$ cat src/rtl/imem_pkg.sv
// Shared types and constants for the instruction-memory fetch controller.
package imem_pkg;

  // Controller sequence: zero memory, load program, run core.
  typedef enum logic [1:0] {
    CLEAR = 2'd0,
    LOAD  = 2'd1,
    RUN   = 2'd2
  } imem_state_t;

  localparam int INS_WIDTH_DEF = 32;
  localparam int INS_DEPTH_DEF = 64;

  // Byte distance between consecutive instruction words.
  localparam int PC_STEP = 4;

endpackage

$ cat src/rtl/imem_pc_gen.sv
// Fetch PC generator: next-PC mux and PC register.
// The PC is confined to the instruction memory window and kept word aligned,
// so the same mask handles sequential wrap and branch target truncation.
module imem_pc_gen
  import imem_pkg::*;
#(
  parameter int PC_WIDTH = 32,
  parameter int ADDR_W   = 6
) (
  input  logic                clk,
  input  logic                reset,
  input  logic                run,
  input  logic                restart,
  input  logic                branch_taken,
  input  logic [PC_WIDTH-1:0] branch_target,
  input  logic                core_stall,
  output logic [PC_WIDTH-1:0] pc
);

  // Keeps bits [ADDR_W+1:2] only: word aligned, inside the memory window.
  localparam logic [PC_WIDTH-1:0] PC_MASK =
    PC_WIDTH'((64'(1) << (ADDR_W + 2)) - 64'(PC_STEP));

  logic [PC_WIDTH-1:0] pc_next;

  // Next-PC priority: leave/restart RUN > branch > stall > sequential.
  always_comb begin
    pc_next = pc;
    if (!run || restart) begin
      pc_next = '0;
    end else if (branch_taken) begin
      pc_next = branch_target & PC_MASK;
    end else if (core_stall) begin
      pc_next = pc;
    end else begin
      pc_next = (pc + PC_WIDTH'(PC_STEP)) & PC_MASK;
    end
  end

  // PC register.
  always_ff @(posedge clk or posedge reset) begin
    if (reset) begin
      pc <= '0;
    end else begin
      pc <= pc_next;
    end
  end

endmodule

$ cat src/rtl/imem_fetch_ctrl.sv
// Instruction memory owner: clears the memory, loads a program from a
// valid/ready stream, then releases the core and drives the fetch address.
// Optional macro IMEM_LOAD_CHECKSUM_EN enables the XOR checksum of loaded
// words; without it load_checksum is tied to zero.
//
// state | meaning
// CLEAR | write zero to every word, one per cycle
// LOAD  | accept program words until load_last or memory full
// RUN   | core executes, memory port follows the fetch PC
module imem_fetch_ctrl
  import imem_pkg::*;
#(
  parameter  int INS_WIDTH = INS_WIDTH_DEF,
  parameter  int INS_DEPTH = INS_DEPTH_DEF,
  parameter  int PC_WIDTH  = 32,
  localparam int ADDR_W    = $clog2(INS_DEPTH)
) (
  input  logic                 clk,
  input  logic                 reset,
  input  logic                 load_valid,
  output logic                 load_ready,
  input  logic [INS_WIDTH-1:0] load_data,
  input  logic                 load_last,
  input  logic                 core_stall,
  input  logic                 branch_taken,
  input  logic [PC_WIDTH-1:0]  branch_target,
  input  logic                 restart,
  output logic [ADDR_W-1:0]    imem_addr,
  output logic                 imem_we,
  output logic [INS_WIDTH-1:0] imem_wdata,
  output logic [PC_WIDTH-1:0]  pc,
  output logic                 core_run,
  output logic [ADDR_W:0]      load_count,
  output logic [INS_WIDTH-1:0] load_checksum
);

  imem_state_t       state, state_next;
  logic [ADDR_W-1:0] ptr;
  logic              last_slot;
  logic              ld_fire;
  logic              ld_done;

  assign last_slot = (ptr == ADDR_W'(INS_DEPTH - 1));
  assign ld_fire   = (state == LOAD) && load_valid;
  assign ld_done   = ld_fire && (load_last || last_slot);

  // State register.
  always_ff @(posedge clk or posedge reset) begin
    if (reset) begin
      state <= CLEAR;
    end else begin
      state <= state_next;
    end
  end

  // Next-state logic.
  always_comb begin
    state_next = state;
    case (state)
      CLEAR:   if (last_slot) state_next = LOAD;
      LOAD:    if (ld_done)   state_next = RUN;
      RUN:     if (restart)   state_next = CLEAR;
      default:                state_next = CLEAR;
    endcase
  end

  // Memory port and handshake outputs; forced to idle while reset is held.
  always_comb begin
    load_ready = 1'b0;
    imem_we    = 1'b0;
    imem_addr  = '0;
    imem_wdata = '0;
    core_run   = 1'b0;
    if (!reset) begin
      case (state)
        CLEAR: begin
          imem_we   = 1'b1;
          imem_addr = ptr;
        end
        LOAD: begin
          load_ready = 1'b1;
          imem_we    = load_valid;
          imem_addr  = ptr;
          imem_wdata = load_data;
        end
        RUN: begin
          core_run  = 1'b1;
          imem_addr = pc[ADDR_W+1:2];
        end
        default: ;
      endcase
    end
  end

  // Write pointer and word counter; counter is held through RUN.
  always_ff @(posedge clk or posedge reset) begin
    if (reset) begin
      ptr        <= '0;
      load_count <= '0;
    end else if (state == CLEAR) begin
      if (last_slot) begin
        ptr        <= '0;
        load_count <= '0;
      end else begin
        ptr <= ptr + ADDR_W'(1);
      end
    end else if (ld_fire) begin
      load_count <= load_count + (ADDR_W + 1)'(1);
      ptr        <= ld_done ? '0 : ptr + ADDR_W'(1);
    end
  end

`ifdef IMEM_LOAD_CHECKSUM_EN
  logic [INS_WIDTH-1:0] checksum;

  // Running XOR of accepted words, cleared when CLEAR finishes.
  always_ff @(posedge clk or posedge reset) begin
    if (reset) begin
      checksum <= '0;
    end else if ((state == CLEAR) && last_slot) begin
      checksum <= '0;
    end else if (ld_fire) begin
      checksum <= checksum ^ load_data;
    end
  end

  assign load_checksum = checksum;
`else
  assign load_checksum = '0;
`endif

  imem_pc_gen #(
    .PC_WIDTH (PC_WIDTH),
    .ADDR_W   (ADDR_W)
  ) u_pc_gen (
    .clk           (clk),
    .reset         (reset),
    .run           (state == RUN),
    .restart       (restart),
    .branch_taken  (branch_taken),
    .branch_target (branch_target),
    .core_stall    (core_stall),
    .pc            (pc)
  );

endmodule
$ cat config.mk
export PLATFORM = sky130hd
export DESIGN_NAME = imem_fetch_ctrl
export DESIGN_NICKNAME = d
export VERILOG_FILES = /design/src/rtl/imem_pkg.sv /design/src/rtl/imem_pc_gen.sv /design/src/rtl/imem_fetch_ctrl.sv
export SDC_FILE = /design/constraint.sdc
export NUM_CORES = 1
export LEC_CHECK = 0
export BUFFER_PORTS_ARGS = -buffer_cell sky130_fd_sc_hd__buf_2
export CORE_MARGIN = 3
export CORE_UTILIZATION = 38
export CTS_CLUSTER_DIAMETER = 30
export DETAILED_ROUTE_END_ITERATION = 12
export PLACE_DENSITY = 0.91
export SETUP_SLACK_MARGIN = 0.02
export SLEW_MARGIN = 5
export SYNTH_ARGS = -nofsm -noshare
export SYNTH_HDL_FRONTEND = slang
export SYNTH_SLANG_ARGS = --single-unit
$ cat constraint.sdc
create_clock -name clk -period 3.6 [get_ports clk]
set_input_delay 0.9 -clock clk [delete_from_list [all_inputs] [get_ports clk]]
set_output_delay 0.9 -clock clk [all_outputs]
set_load 0.05 [all_outputs]
; ---- Word-level counts from Yosys, hierarchy flattened
; Index checks and enable logic that the tools add are counted.
; Widths: inputs -> output; s select.
[op_classes]
n_eq_ne = 7
n_mux = 24
n_reduce_logical = 10
addsub = 3
[ops]
columns = operator, n
row1 = $mux 32, 5
row2 = $mux 6, 5
row3 = $mux 7, 3
row4 = $pmux 6 s2, 1
row5 = $add 8x3->8 const B, 1
row6 = $add 7x1->7 const B, 1
row7 = $add 6x1->6 const B, 1
row8 = $eq 6x6->1 const B, 1
row9 = $mux 2, 3
row10 = $ne 2x2->1 const B, 3
row11 = $pmux 2 s3, 1
row12 = $mux 1, 5
row13 = $ne 3x1->1 const B, 1
row14 = $reduce_and 3->1, 1
row15 = $eq 2x1->1 const B, 1
row16 = $eq 2x2->1 const B, 1
row17 = $logic_and 1x1->1, 2
row18 = $logic_not 2->1, 1
row19 = $logic_or 1x1->1, 2
row20 = $pmux 1 s2, 1
row21 = $reduce_and 2->1, 1
row22 = $reduce_bool 2->1, 1
row23 = $reduce_or 2->1, 1
row24 = $logic_not 1->1, 1
[word_totals]
regBits = 47
output_inout_bits = 112
inputBits = 71
wordCells = 48

; ---- Logic depth before layout (Yosys ltp)
[depth]
word_depth = 6
mapped_depth = 5
ltp_nobuf = 4

; ---- Cells and area by module
; Synthesis repeated with hierarchy kept, for this count alone.
[hier_totals]
hier_cells = 252
area_unflattened_um2 = 2073.2
[by_module_without_submodules]
columns = mod, seq_area_each_um2, cells_each, area_per_inst_um2, instances
row1 = imem_fetch_ctrl, 375.4, 191, 1522.7, 1
row2 = imem_pc_gen, 150.1, 61, 550.5, 1

; ---- Worst setup path before layout
; Ideal clock, no wire load.
[synth_timing]
kind = in2out
startpoint = in reset
endpoint = out imem_wdata[23]
t_arrival_ps = 2577
path_stages = 4
n_path_buf = 2
t_required_ps = 2700
path_slack_ps = 123
path_cell_list = clkbuf_1 -> inv_1 -> clkbuf_1 -> and3_1
[synth_via]
elab_chain_cells = 1
[synth_lines]
columns = element, line_no
row1 = start: declaration, imem_fetch_ctrl.sv:19  ; input logic reset,
row2 = $mux 32, imem_fetch_ctrl.sv:74  ; if (!reset) begin
row3 = end: declaration, imem_fetch_ctrl.sv:30  ; output logic [INS_WIDTH-1:0] imem_wdata,
; Every way passes these cells.

; ---- Worst setup path after layout
[layout_timing]
startpoint = in reset
endpoint = out imem_wdata[31]
; The elaborated chain is that of the path after synthesis.

==> summary.md <==
### Status
* run status: completed

### Global route
* global-route wire length before repair: 8.25 mm
* total grt overflow: 0
* GRT Resource Usage Total: 0.160
* number of global-route vias before repair: 1683
* initial antenna violation count: 0
* pin count of the biggest net entering global routing: 34

### Min path
* start point of the worst hold path: load_count[6]
* Worst Hold Class: register to register

### Detailed routing
* drt total wl: 5.27 mm
* DR iter-0 viols: 104
* number of detailed-route iterations in the first pass: 6
* met3 routed wirelength: 386 microns
* routed length on met2: 2.75 mm
* total via count in the routed design: 1889
* final routed wire length divided by cell count: 13.1 microns
* metal1 wirelength: 2.12 mm
* drt drc: 0
* number of nets with antenna violations after detailed routing: 0
* via/cell ratio: 4.71
* highest routed layer: met4

### Worst setup path
* top fanout value on the critical path: 32
* slowest stage cell on the critical path: sky130_fd_sc_hd__inv_1
* sequence of cells on the critical path: buf_2 > inv_1 > buf_12 > and3_1 > buf_2
* launch point of the worst path: reset
* critical path type: input port to output port
* Worst R2R Start: state[1]
* cell family with most CP delay: buffers and inverters
* critical path capture point type: output port
* stage delay of the slowest cell on the critical path: 0.32 ns
* Most common cell on crit path: sky130_fd_sc_hd__buf_2
* Worst Path Buf+Inv: 4
* required time worst endpoint: 2.70 ns
* Critical Path Source Type: input port
* critical path arrival: 2.04 ns

### Clock network
* CTS buffer count: 3
* clock root buffer master: sky130_fd_sc_hd__clkbuf_8
* count of cells resized by post-cts repair: 0
* number of post-CTS setup repair buffers: 0
* Clk pin slew, worst setup/hold paths: 0.08 ns
* maximum clock path buffer count: 2
* CTS Sinks: 21
* number of buffers inserted by hold repair at cts: 0
* H-Tree Depth: 1
* source-to-sink clock delay at the later pin of the worst-skew pair: 0.26 ns
* TritonCTS clock tree: done

### Cells and area
* highest-count cells in the layout ignoring fill and taps: sky130_fd_sc_hd__buf_2 (98), sky130_fd_sc_hd__conb_1 (58), sky130_fd_sc_hd__and3_1 (33)
* Post-layout nets: 409
* area added between synthesis and finish: 19.8%
* ratio of cells with drive above 1 in the final layout: 0.341
* FILL cells: 498
* number of antenna cells inserted: 0
* most common cell after layout, fill and taps aside: sky130_fd_sc_hd__buf_2

### Timing
* Slew headroom: 0.658
* Worst Hold Margin: 0.568 ns
* setup TNS: 0 ns
* hold violation total from the final report: 0
* post-layout min period: 2.94 ns
* final worst path period share: 0.818
* actual slew at the worst max-slew pin: 0.511 ns
* Slew Limit Fails: 0
* setup repair after global routing missed its margin: no
* highest clock frequency the design can meet: 0.340 GHz
* Final Setup Violations: 0
* post-route clock skew: 0.00666 ns

### Logic synthesis
* top cells by area, synth: sky130_fd_sc_hd__dfrtp_1 (26%), sky130_fd_sc_hd__buf_4 (22%), sky130_fd_sc_hd__and3_1 (10%)
* Post-Synthesis Mean Instance Area: 8.30 sq um
* synthesized flop and latch total: 21
* fraction of post-synthesis cell area in the top cell type by area: 0.263
* yosys warns: 0
* unique cell type count in the Yosys netlist: 47
* number of instances in the synthesized netlist: 241
* proportion of register bits with asynchronous set or reset after synthesis: 1.00
* Syn Std Cell Area: 2000 sq um
* fraction of the yosys area taken by sequential cells: 0.263
* cell taking the most area after synthesis: sky130_fd_sc_hd__dfrtp_1
* Post-synth EDFFs: 0
* most instantiated flip-flop cell in the synthesis netlist: sky130_fd_sc_hd__dfrtp_1

### Floorplanning
* top-level port count: 183
* row count: 25
* effective utilization at floorplan: 0.407
* Core Box Area: 4910 sq um
* die span in y: 78.6 microns
* Die X: 78.6 microns
* overall die area: 6170 sq um

### Power and ir drop
* share of power burned in combinational logic: 0.645
* power share of the clock group: 0.098
* Peak supply drop: 0.425 mV
* switching component of the power: 0.949 mW
* static leakage: 1.48 nW
* sw frac: 0.590
* power density over the cells: 672 nW/um^2
* Internal Power: 0.660 mW
* fraction of power consumed by sequential logic: 0.258

### Placement
* placed wire-length estimate after detailed placement: 4.17 mm
* number of port buffers: 98
* routability congestion estimate from global placement: 0.882

### Job
* max-capacitance violation count: 0

==> through the flow <==
stage	utilization	instances	worst slack, ns	power, mW	cell area (sq um)
floorplan	-	298	0.123	1.28	2210
finish	0.488	401	0.656	1.61	2400
global route	0.488	401	0.568	1.71	2400
CTS	0.488	401	0.652	1.61	2400
global placement	0.478	397	0.677	1.42	2350
detailed placement	0.478	397	0.649	1.45	2350
==> area by class of cell <==
cell class,count,area (sq um),share of cell area
Sequential cell,21,526,0.219
Tap cell,67,83.8,0.0350
Inverter,7,26.3,0.0110
Timing Repair Buffer,103,541,0.226
Clock buffer,3,41.3,0.0172
Clock inverter,1,5.00,0.00209
Multi-Input combinational cell,199,1170,0.490
==> worst reg2reg max path, cell delays in order, from the launching register on <==
cell and delay, ns:
sky130_fd_sc_hd__dfrtp_1 0.59, sky130_fd_sc_hd__buf_4 0.29, sky130_fd_sc_hd__nor3b_2 0.48, sky130_fd_sc_hd__o21ai_0 0.18, sky130_fd_sc_hd__nor3b_1 0.23
==> flip-flops by register name, summed over array words and instances, names as in the netlist <==
register	cells
state	2
ptr	6
load_count	7
u_pc_gen.pc	6
==> power groups by stage <==
stage	registers (mW)	logic [mW]	clock network (mW)
floorplan	0.450	0.827	0
global placement	0.408	1.01	0
detailed placement	0.416	1.03	0
CTS	0.411	1.04	0.160
global route	0.432	1.10	0.173
finish	0.414	1.04	0.157
==> cell families (layout without fill, tap and decap cells) <==
logic type	count (synthesis)	in the layout	synth area share
compound gates	44	44	0.152
xor+xnor	4	4	0.0175
mux	4	4	0.0213
buf+inv	78	114	0.258
flops	21	21	0.263
other cells	1	58	0.00187
simple gates	86	86	0.268
fa+ha+maj	3	3	0.0188
==> cells in the mapped netlist, types with 3 or more instances <==
cell type / n
sky130_fd_sc_hd__nand4_1: 3
sky130_fd_sc_hd__buf_4: 58
sky130_fd_sc_hd__inv_1: 7
sky130_fd_sc_hd__nand2b_1: 6
sky130_fd_sc_hd__clkbuf_1: 9
sky130_fd_sc_hd__nand2_1: 7
sky130_fd_sc_hd__and3_1: 33
sky130_fd_sc_hd__buf_2: 4
sky130_fd_sc_hd__dfrtp_1: 21
sky130_fd_sc_hd__a21oi_1: 12
sky130_fd_sc_hd__o211a_1: 3
sky130_fd_sc_hd__o31ai_1: 4
sky130_fd_sc_hd__ha_1: 3
sky130_fd_sc_hd__a22o_1: 4
sky130_fd_sc_hd__o21ai_0: 9
sky130_fd_sc_hd__nor2_1: 6
sky130_fd_sc_hd__nand3b_1: 3
sky130_fd_sc_hd__nor2b_1: 6
sky130_fd_sc_hd__or4_1: 5
==> layer usage <==
layer | vias to the layer above | global-route usage
met5 | - | 0
met4 | 0 | 0.0280
met3 | 2 | 0.0298
met2 | 100 | 0.278
met1 | 860 | 0.209
li1 | 927 | -
==> path summary, 6_finish.rpt <==
| path | depth (start not counted) | end | slack, ns |
|---|---|---|---|
| max | 5 | imem_wdata[31] | 0.66 |
| min | 2 | load_count[6] | 0.57 |
| max reg2reg | 4 | u_pc_gen.pc[7] | 1.74 |
| min reg2reg | 2 | load_count[6] | 0.57 |
| max in group asynchronous | 4 | u_pc_gen.pc[5] | 2.24 |
| min in group asynchronous | 2 | ptr[2] | 0.69 |
No activity file was read; power rests on OpenSTA's default activity.
